==> src/rtl/hazard_ctrl_if.sv <==
// Pipeline-side view of the hazard controller: ID status and the stage enables it returns.
// id_valid is the valid and issue is the accept; an ID instruction leaves ID only in a cycle with both high.
interface hazard_ctrl_if #(
   parameter int CNT_W = 16
);
   logic             id_valid;
   logic [31:0]      id_ir;
   logic             ex_br_taken;
   logic             pc_en;
   logic             ir1_en;
   logic             issue;
   logic             flush_if;
   logic             halted;
   logic [CNT_W-1:0] stall_cnt;
   logic [1:0]       dbg_state;

   modport master (
      output id_valid, id_ir, ex_br_taken,
      input  pc_en, ir1_en, issue, flush_if, halted, stall_cnt, dbg_state
   );

   modport slave (
      input  id_valid, id_ir, ex_br_taken,
      output pc_en, ir1_en, issue, flush_if, halted, stall_cnt, dbg_state
   );
endinterface

==> src/rtl/hazard_ctrl.sv <==
// Sequencing controller for the 5-stage core: RAW scoreboard stalls, jump/branch flushes,
// one-cycle fetch priming after reset and a drain-then-halt sequence.
module hazard_ctrl #(
   parameter int WB_LAT = 3,
   parameter int CNT_W  = 16
) (
   input logic          clk,
   input logic          rst,
   hazard_ctrl_if.slave bus
);
   typedef enum logic [1:0] {
      ST_PRIME  = 2'd0,
      ST_RUN    = 2'd1,
      ST_DRAIN  = 2'd2,
      ST_HALTED = 2'd3
   } state_t;

   localparam logic [1:0] LAT = 2'(WB_LAT);

   state_t           state_q, state_d;
   logic [CNT_W-1:0] stall_q, stall_d;
   logic [1:0]       sb_q [32];
   logic [1:0]       sb_d [32];

   logic [5:0] opcode;
   logic [4:0] rs, rt, rd, wr_addr;
   logic       use_rs, use_rt, wr_en, is_j, is_halt;
   logic       hazard, sb_late;
   logic       pc_en, ir1_en, issue, flush_if, halted, stall_inc;
   logic       unused_ir_bits;

   assign unused_ir_bits = ^bus.id_ir[10:0];

   always_comb begin
      opcode  = bus.id_ir[31:26];
      rs      = bus.id_ir[25:21];
      rt      = bus.id_ir[20:16];
      rd      = bus.id_ir[15:11];
      use_rs  = 1'b0;
      use_rt  = 1'b0;
      wr_addr = 5'd0;
      is_j    = 1'b0;
      is_halt = 1'b0;
      case (opcode)
         6'b000000: begin use_rs = 1'b1; use_rt = 1'b1; wr_addr = rd; end
         6'b001000,
         6'b100011: begin use_rs = 1'b1; wr_addr = rt; end
         6'b101011,
         6'b000100: begin use_rs = 1'b1; use_rt = 1'b1; end
         6'b000010: is_j = 1'b1;
         6'b111111: is_halt = 1'b1;
         default:   ;
      endcase
      // r0 is hardwired, so a write to it never needs a reservation
      wr_en  = (wr_addr != 5'd0);
      hazard = bus.id_valid &&
               ((use_rs && (sb_q[rs] != 2'd0)) || (use_rt && (sb_q[rt] != 2'd0)));
   end

   // Counters above 1 mean some register is still busy next cycle; drain waits on that.
   always_comb begin
      sb_late = 1'b0;
      for (int i = 0; i < 32; i++) begin
         if (sb_q[i] > 2'd1) sb_late = 1'b1;
      end
   end

   always_comb begin
      state_d   = state_q;
      pc_en     = 1'b0;
      ir1_en    = 1'b0;
      issue     = 1'b0;
      flush_if  = 1'b0;
      halted    = 1'b0;
      stall_inc = 1'b0;
      case (state_q)
         ST_PRIME: begin
            pc_en   = 1'b1;
            state_d = ST_RUN;
         end
         ST_RUN: begin
            if (bus.ex_br_taken) begin
               pc_en    = 1'b1;
               ir1_en   = 1'b1;
               flush_if = 1'b1;
            end else begin
               pc_en     = !hazard;
               ir1_en    = !hazard;
               issue     = bus.id_valid && !hazard;
               stall_inc = hazard;
               flush_if  = issue && is_j;
               if (issue && is_halt) state_d = ST_DRAIN;
            end
         end
         ST_DRAIN: begin
            if (bus.ex_br_taken) begin
               pc_en    = 1'b1;
               ir1_en   = 1'b1;
               flush_if = 1'b1;
            end
            if (!sb_late) state_d = ST_HALTED;
         end
         ST_HALTED: halted = 1'b1;
         default:   state_d = ST_PRIME;
      endcase
      if (rst) begin
         state_d   = ST_PRIME;
         pc_en     = 1'b0;
         ir1_en    = 1'b0;
         issue     = 1'b0;
         flush_if  = 1'b0;
         halted    = 1'b0;
         stall_inc = 1'b0;
      end
   end

   always_comb begin
      for (int i = 0; i < 32; i++) begin
         sb_d[i] = (sb_q[i] != 2'd0) ? sb_q[i] - 2'd1 : 2'd0;
      end
      if (issue && wr_en) sb_d[wr_addr] = LAT;
      if (rst) begin
         for (int i = 0; i < 32; i++) sb_d[i] = 2'd0;
      end
   end

   always_comb begin
      stall_d = stall_q;
      if (stall_inc && (stall_q != {CNT_W{1'b1}})) stall_d = stall_q + 1'b1;
      if (rst) stall_d = '0;
   end

   always_ff @(posedge clk) begin
      state_q <= state_d;
      stall_q <= stall_d;
      for (int i = 0; i < 32; i++) sb_q[i] <= sb_d[i];
   end

   assign bus.pc_en     = pc_en;
   assign bus.ir1_en    = ir1_en;
   assign bus.issue     = issue;
   assign bus.flush_if  = flush_if;
   assign bus.halted    = halted;
   assign bus.stall_cnt = rst ? '0 : stall_q;
   assign bus.dbg_state = state_q;
endmodule
==> src/flat_wrapper.sv <==
// flat-port wrapper written by rule: the top's interface ports become plain ports
module hazard_ctrl_flat 
#(
   parameter int WB_LAT = 3,
   parameter int CNT_W  = 16
)
  (clk, rst, bus_id_valid, bus_id_ir, bus_ex_br_taken, bus_pc_en, bus_ir1_en, bus_issue, bus_flush_if, bus_halted, bus_stall_cnt, bus_dbg_state);
  hazard_ctrl_if #(.CNT_W(CNT_W)) bus_i ();
  input logic clk;
  input logic rst;
  input wire logic [$bits(bus_i.id_valid)-1:0] bus_id_valid;
  input wire logic [$bits(bus_i.id_ir)-1:0] bus_id_ir;
  input wire logic [$bits(bus_i.ex_br_taken)-1:0] bus_ex_br_taken;
  output wire logic [$bits(bus_i.pc_en)-1:0] bus_pc_en;
  output wire logic [$bits(bus_i.ir1_en)-1:0] bus_ir1_en;
  output wire logic [$bits(bus_i.issue)-1:0] bus_issue;
  output wire logic [$bits(bus_i.flush_if)-1:0] bus_flush_if;
  output wire logic [$bits(bus_i.halted)-1:0] bus_halted;
  output wire logic [$bits(bus_i.stall_cnt)-1:0] bus_stall_cnt;
  output wire logic [$bits(bus_i.dbg_state)-1:0] bus_dbg_state;
  assign bus_i.id_valid = bus_id_valid;
  assign bus_i.id_ir = bus_id_ir;
  assign bus_i.ex_br_taken = bus_ex_br_taken;
  assign bus_pc_en = bus_i.pc_en;
  assign bus_ir1_en = bus_i.ir1_en;
  assign bus_issue = bus_i.issue;
  assign bus_flush_if = bus_i.flush_if;
  assign bus_halted = bus_i.halted;
  assign bus_stall_cnt = bus_i.stall_cnt;
  assign bus_dbg_state = bus_i.dbg_state;
  hazard_ctrl #(.WB_LAT(WB_LAT), .CNT_W(CNT_W)) u_core (.clk(clk), .rst(rst), .bus(bus_i));
endmodule
==> config.mk <==
export PLATFORM = sky130hd
export DESIGN_NAME = hazard_ctrl_flat
export DESIGN_NICKNAME = d
export VERILOG_FILES = /design/src/rtl/hazard_ctrl_if.sv /design/src/rtl/hazard_ctrl.sv /design/src/flat_wrapper.sv
export SDC_FILE = /design/constraint.sdc
export NUM_CORES = 1
export LEC_CHECK = 0
export ABC_AREA = 1
export BUFFER_PORTS_ARGS = -buffer_cell sky130_fd_sc_hd__buf_4
export CAP_MARGIN = 20
export CORE_MARGIN = 8
export CORE_UTILIZATION = 58
export DETAILED_ROUTE_END_ITERATION = 6
export GPL_TIMING_DRIVEN = 0
export PLACE_DENSITY = 0.76
export REMOVE_ABC_BUFFERS = 1
export SKIP_CTS_REPAIR_TIMING = 1
export SYNTH_ARGS = -nofsm -noshare
export SYNTH_HDL_FRONTEND = slang
export SYNTH_SLANG_ARGS = --single-unit
==> constraint.sdc <==
create_clock -name clk -period 3.9 [get_ports clk]
set_input_delay 0.78 -clock clk [delete_from_list [all_inputs] [get_ports clk]]
set_output_delay 0.78 -clock clk [all_outputs]
set_load 0.005 [all_outputs]
==> flow_metrics.py <==
metrics = {
    "logic_synthesis": {
        "synth_area_leaders": "dfxtp_1, nand2_1, a21oi_1, nand3_1, inv_1",
        "yosysTopAreaCellShare_pct": 32.4,
        "ys_types": 31,
        "yosys_warnings": 0,
        "syn_inst": 827,
        "synth_top_area_cell": "dfxtp_1",
        "synth_most_common_cell": "nand2_1",
        "ys_ff_latch": 82,
        "synth_commonest_cells": "nand2_1, inv_1, a21oi_1",
        "avgSynthCellArea_um2": 6.12,
        "synth_top_flop_cell": "dfxtp_1",
        "ys_async_sr_fraction_pct": 0,
        "synth_edf_count": 0,
        "syn_area_um2": 5060,
        "synth-seq-area-share_pct": 32.4,
    },
    "route": {
        "route.detailed.drc": 0,
        "drtPass1Iterations": 7,
        "vias": 5484,
        "ant_nets": 0,
        "finalWirelength_um": 14300,
        "wl_per_cell_um": 14.7,
        "drt_iter0_drc": 504,
        "vias_per_cell": 5.65,
    },
    "clock_tree": {
        "cts_tree": "done",
        "clock-sinks": 82,
        "cts_htree_levels": 3,
        "worstSkewPairLatency_ns": 0.36,
        "ctsRootBufferMaster": "clkbuf_8",
        "cts_max_path_buffers": 2,
        "numCtsBuffers": 9,
        "clkSlewWorstSetupHoldPaths_ns": 0.08,
    },
    "power": {
        "p_per_area_nw_per_um2": 310,
        "p_leak_nw": 2.40,
        "irDropWorstVdd_mv": 0.281,
        "finalPower_mw": 1.73,
    },
    "worst_setup_path": {
        "crit_fanout": 88,
        "cp-start-kind": "input pin",
        "criticalPathCategory": "input pin to flip-flop",
        "cp-end-kind": "flip-flop",
        "required_ns": 4.10,
        "critPathArrivalTime_ns": 3.67,
        "cp_cell_sequence": "buf_4, inv_1, nand4_1, nor2_4, nand2_2, inv_4, nand2_1, a21oi_1",
        "crit_family": "buffers and inverters",
        "slowest_stage": "buf_4",
        "max_stage_delay_ns": 0.67,
        "crit_buf_inv": 3,
    },
    "global_route": {
        "grt_antenna_before_repair": 0,
        "grt.total_usage_pct": 23.6,
        "overflow": 0,
        "grt_pass1_wl_um": 22700,
        "grt_max_degree": 89,
        "grt_pass1_vias": 4875,
    },
    "die": {
        "dieArea_um2": 12000,
        "core_area_um2": 8590,
        "ioPinCount": 59,
        "rows": 34,
        "start_util_pct": 58.9,
        "die_h_um": 109,
        "die_w_um": 109,
    },
    "job": {
        "cap_violations": 0,
    },
    "cells_and_area": {
        "fin_nets": 900,
        "drive_gt1_share_pct": 9.16,
        "syn_to_final_growth_pct": 10.1,
        "diodes": 0,
        "final_util_pct": 64.9,
        "fin_cells": 970,
    },
    "worst_hold_path": {
        "hold_path_class": "flip-flop to flip-flop",
    },
    "sta": {
        "max_slew_margin_pct": 37.5,
        "worst_slack_ns": 0.428,
        "rsz0062_at_grt": "false",
        "clock_skew_ns": 0.0127,
        "worst_slew_pin_slew_ns": 0.937,
        "fin_crit_sh_pct": 89.0,
        "fmax_ghz": 0.288,
        "hold_viol_final": 0,
        "setup_viol": 0,
        "drv_slew": 0,
        "post-route-min-period_ns": 3.47,
    },
    "place": {
        "dpl.cell_count": 954,
        "dp_hpwl_um": 9900,
        "portBuffers": 47,
        "pre_cts_slack_ns": -0.423,
        "gp_congestion": 0.922,
    },
    "outcome": {
        "outcome": "finished clean",
    },
}
## stage by stage
step	instance area (µm²)	hold WS (ns)	setup TNS, ns
4_1_cts	5570	0.466	-0.538
6_report	5570	0.468	0
3_5_place_dp	5380	0.446	-16.08
5_1_grt	5570	0.482	0
3_3_place_gp	5380	0.440	-12.63
2_1_floorplan	4890	0.419	0
## power breakdown
group	internal, mW	leakage (nW)	switching, mW	total (mW)
sequential	0.845	0.661	0.0147	0.860
clock	0.282	0.0944	0.321	0.603
combinational	0.101	1.64	0.165	0.265
total	1.23	2.40	0.501	1.73
## metal layers
layer / global-route usage, % / routed length [µm] / up-vias
met5: 0 / 0 / -
met4: 12.2 / 403 / 0
met3: 4.34 / 1010 / 37
met2: 37.5 / 6490 / 213
met1: 30.0 / 6360 / 2488
li1: - / - / 2746
## cells by family (layout without fill, tap and decap cells)
family,Yosys count,in the layout,share of synthesized area [%]
XOR/XNOR,6,6,1.04
buffers and inverters,138,173,11.5
AND/OR/NAND/NOR,416,416,34.9
AO/OA/AOI/OAI,178,178,18.4
flip-flops,82,82,32.4
adder cells (fa/ha/maj),7,7,1.73
## final cells by class
class / count / area [µm²]
Clock buffer: 12 / 165
Clock inverter: 4 / 25.0
Fill cell: 832 / 3020
Inverter: 110 / 415
Multi-Input combinational cell: 607 / 2840
Sequential cell: 82 / 1640
Tap cell: 108 / 135
Timing Repair Buffer: 47 / 353
## placed cells by master, fill, tap and decap left out, drive strengths merged, types with 8 or more instances in the layout
cell and instances:
nand4 9, dfxtp 82, nand2 232, nor4 8, nor3 14, inv 110
o21ai 78, buf 47, a21oi 84, clkbuf 12, nor2 70, nand3 82
## sequential cells by signal, summed over array words and instances, names as in the netlist
register              cells
u_core.sb_q              64
u_core.stall_q           16
u_core.bus.dbg_state      2
## final timing paths
path | start | end | slack (ns) | cells past startpoint
max | rst | u_core.sb_q[14][0] | 0.43 | 8
min | u_core.sb_q[0][0] | u_core.sb_q[0][0] | 0.47 | 1
max reg2reg | u_core.sb_q[10][0] | u_core.sb_q[28][0] | 1.03 | 13
min reg2reg | u_core.sb_q[0][0] | u_core.sb_q[0][0] | 0.47 | 1
No activity file was read; power rests on OpenSTA's default activity.
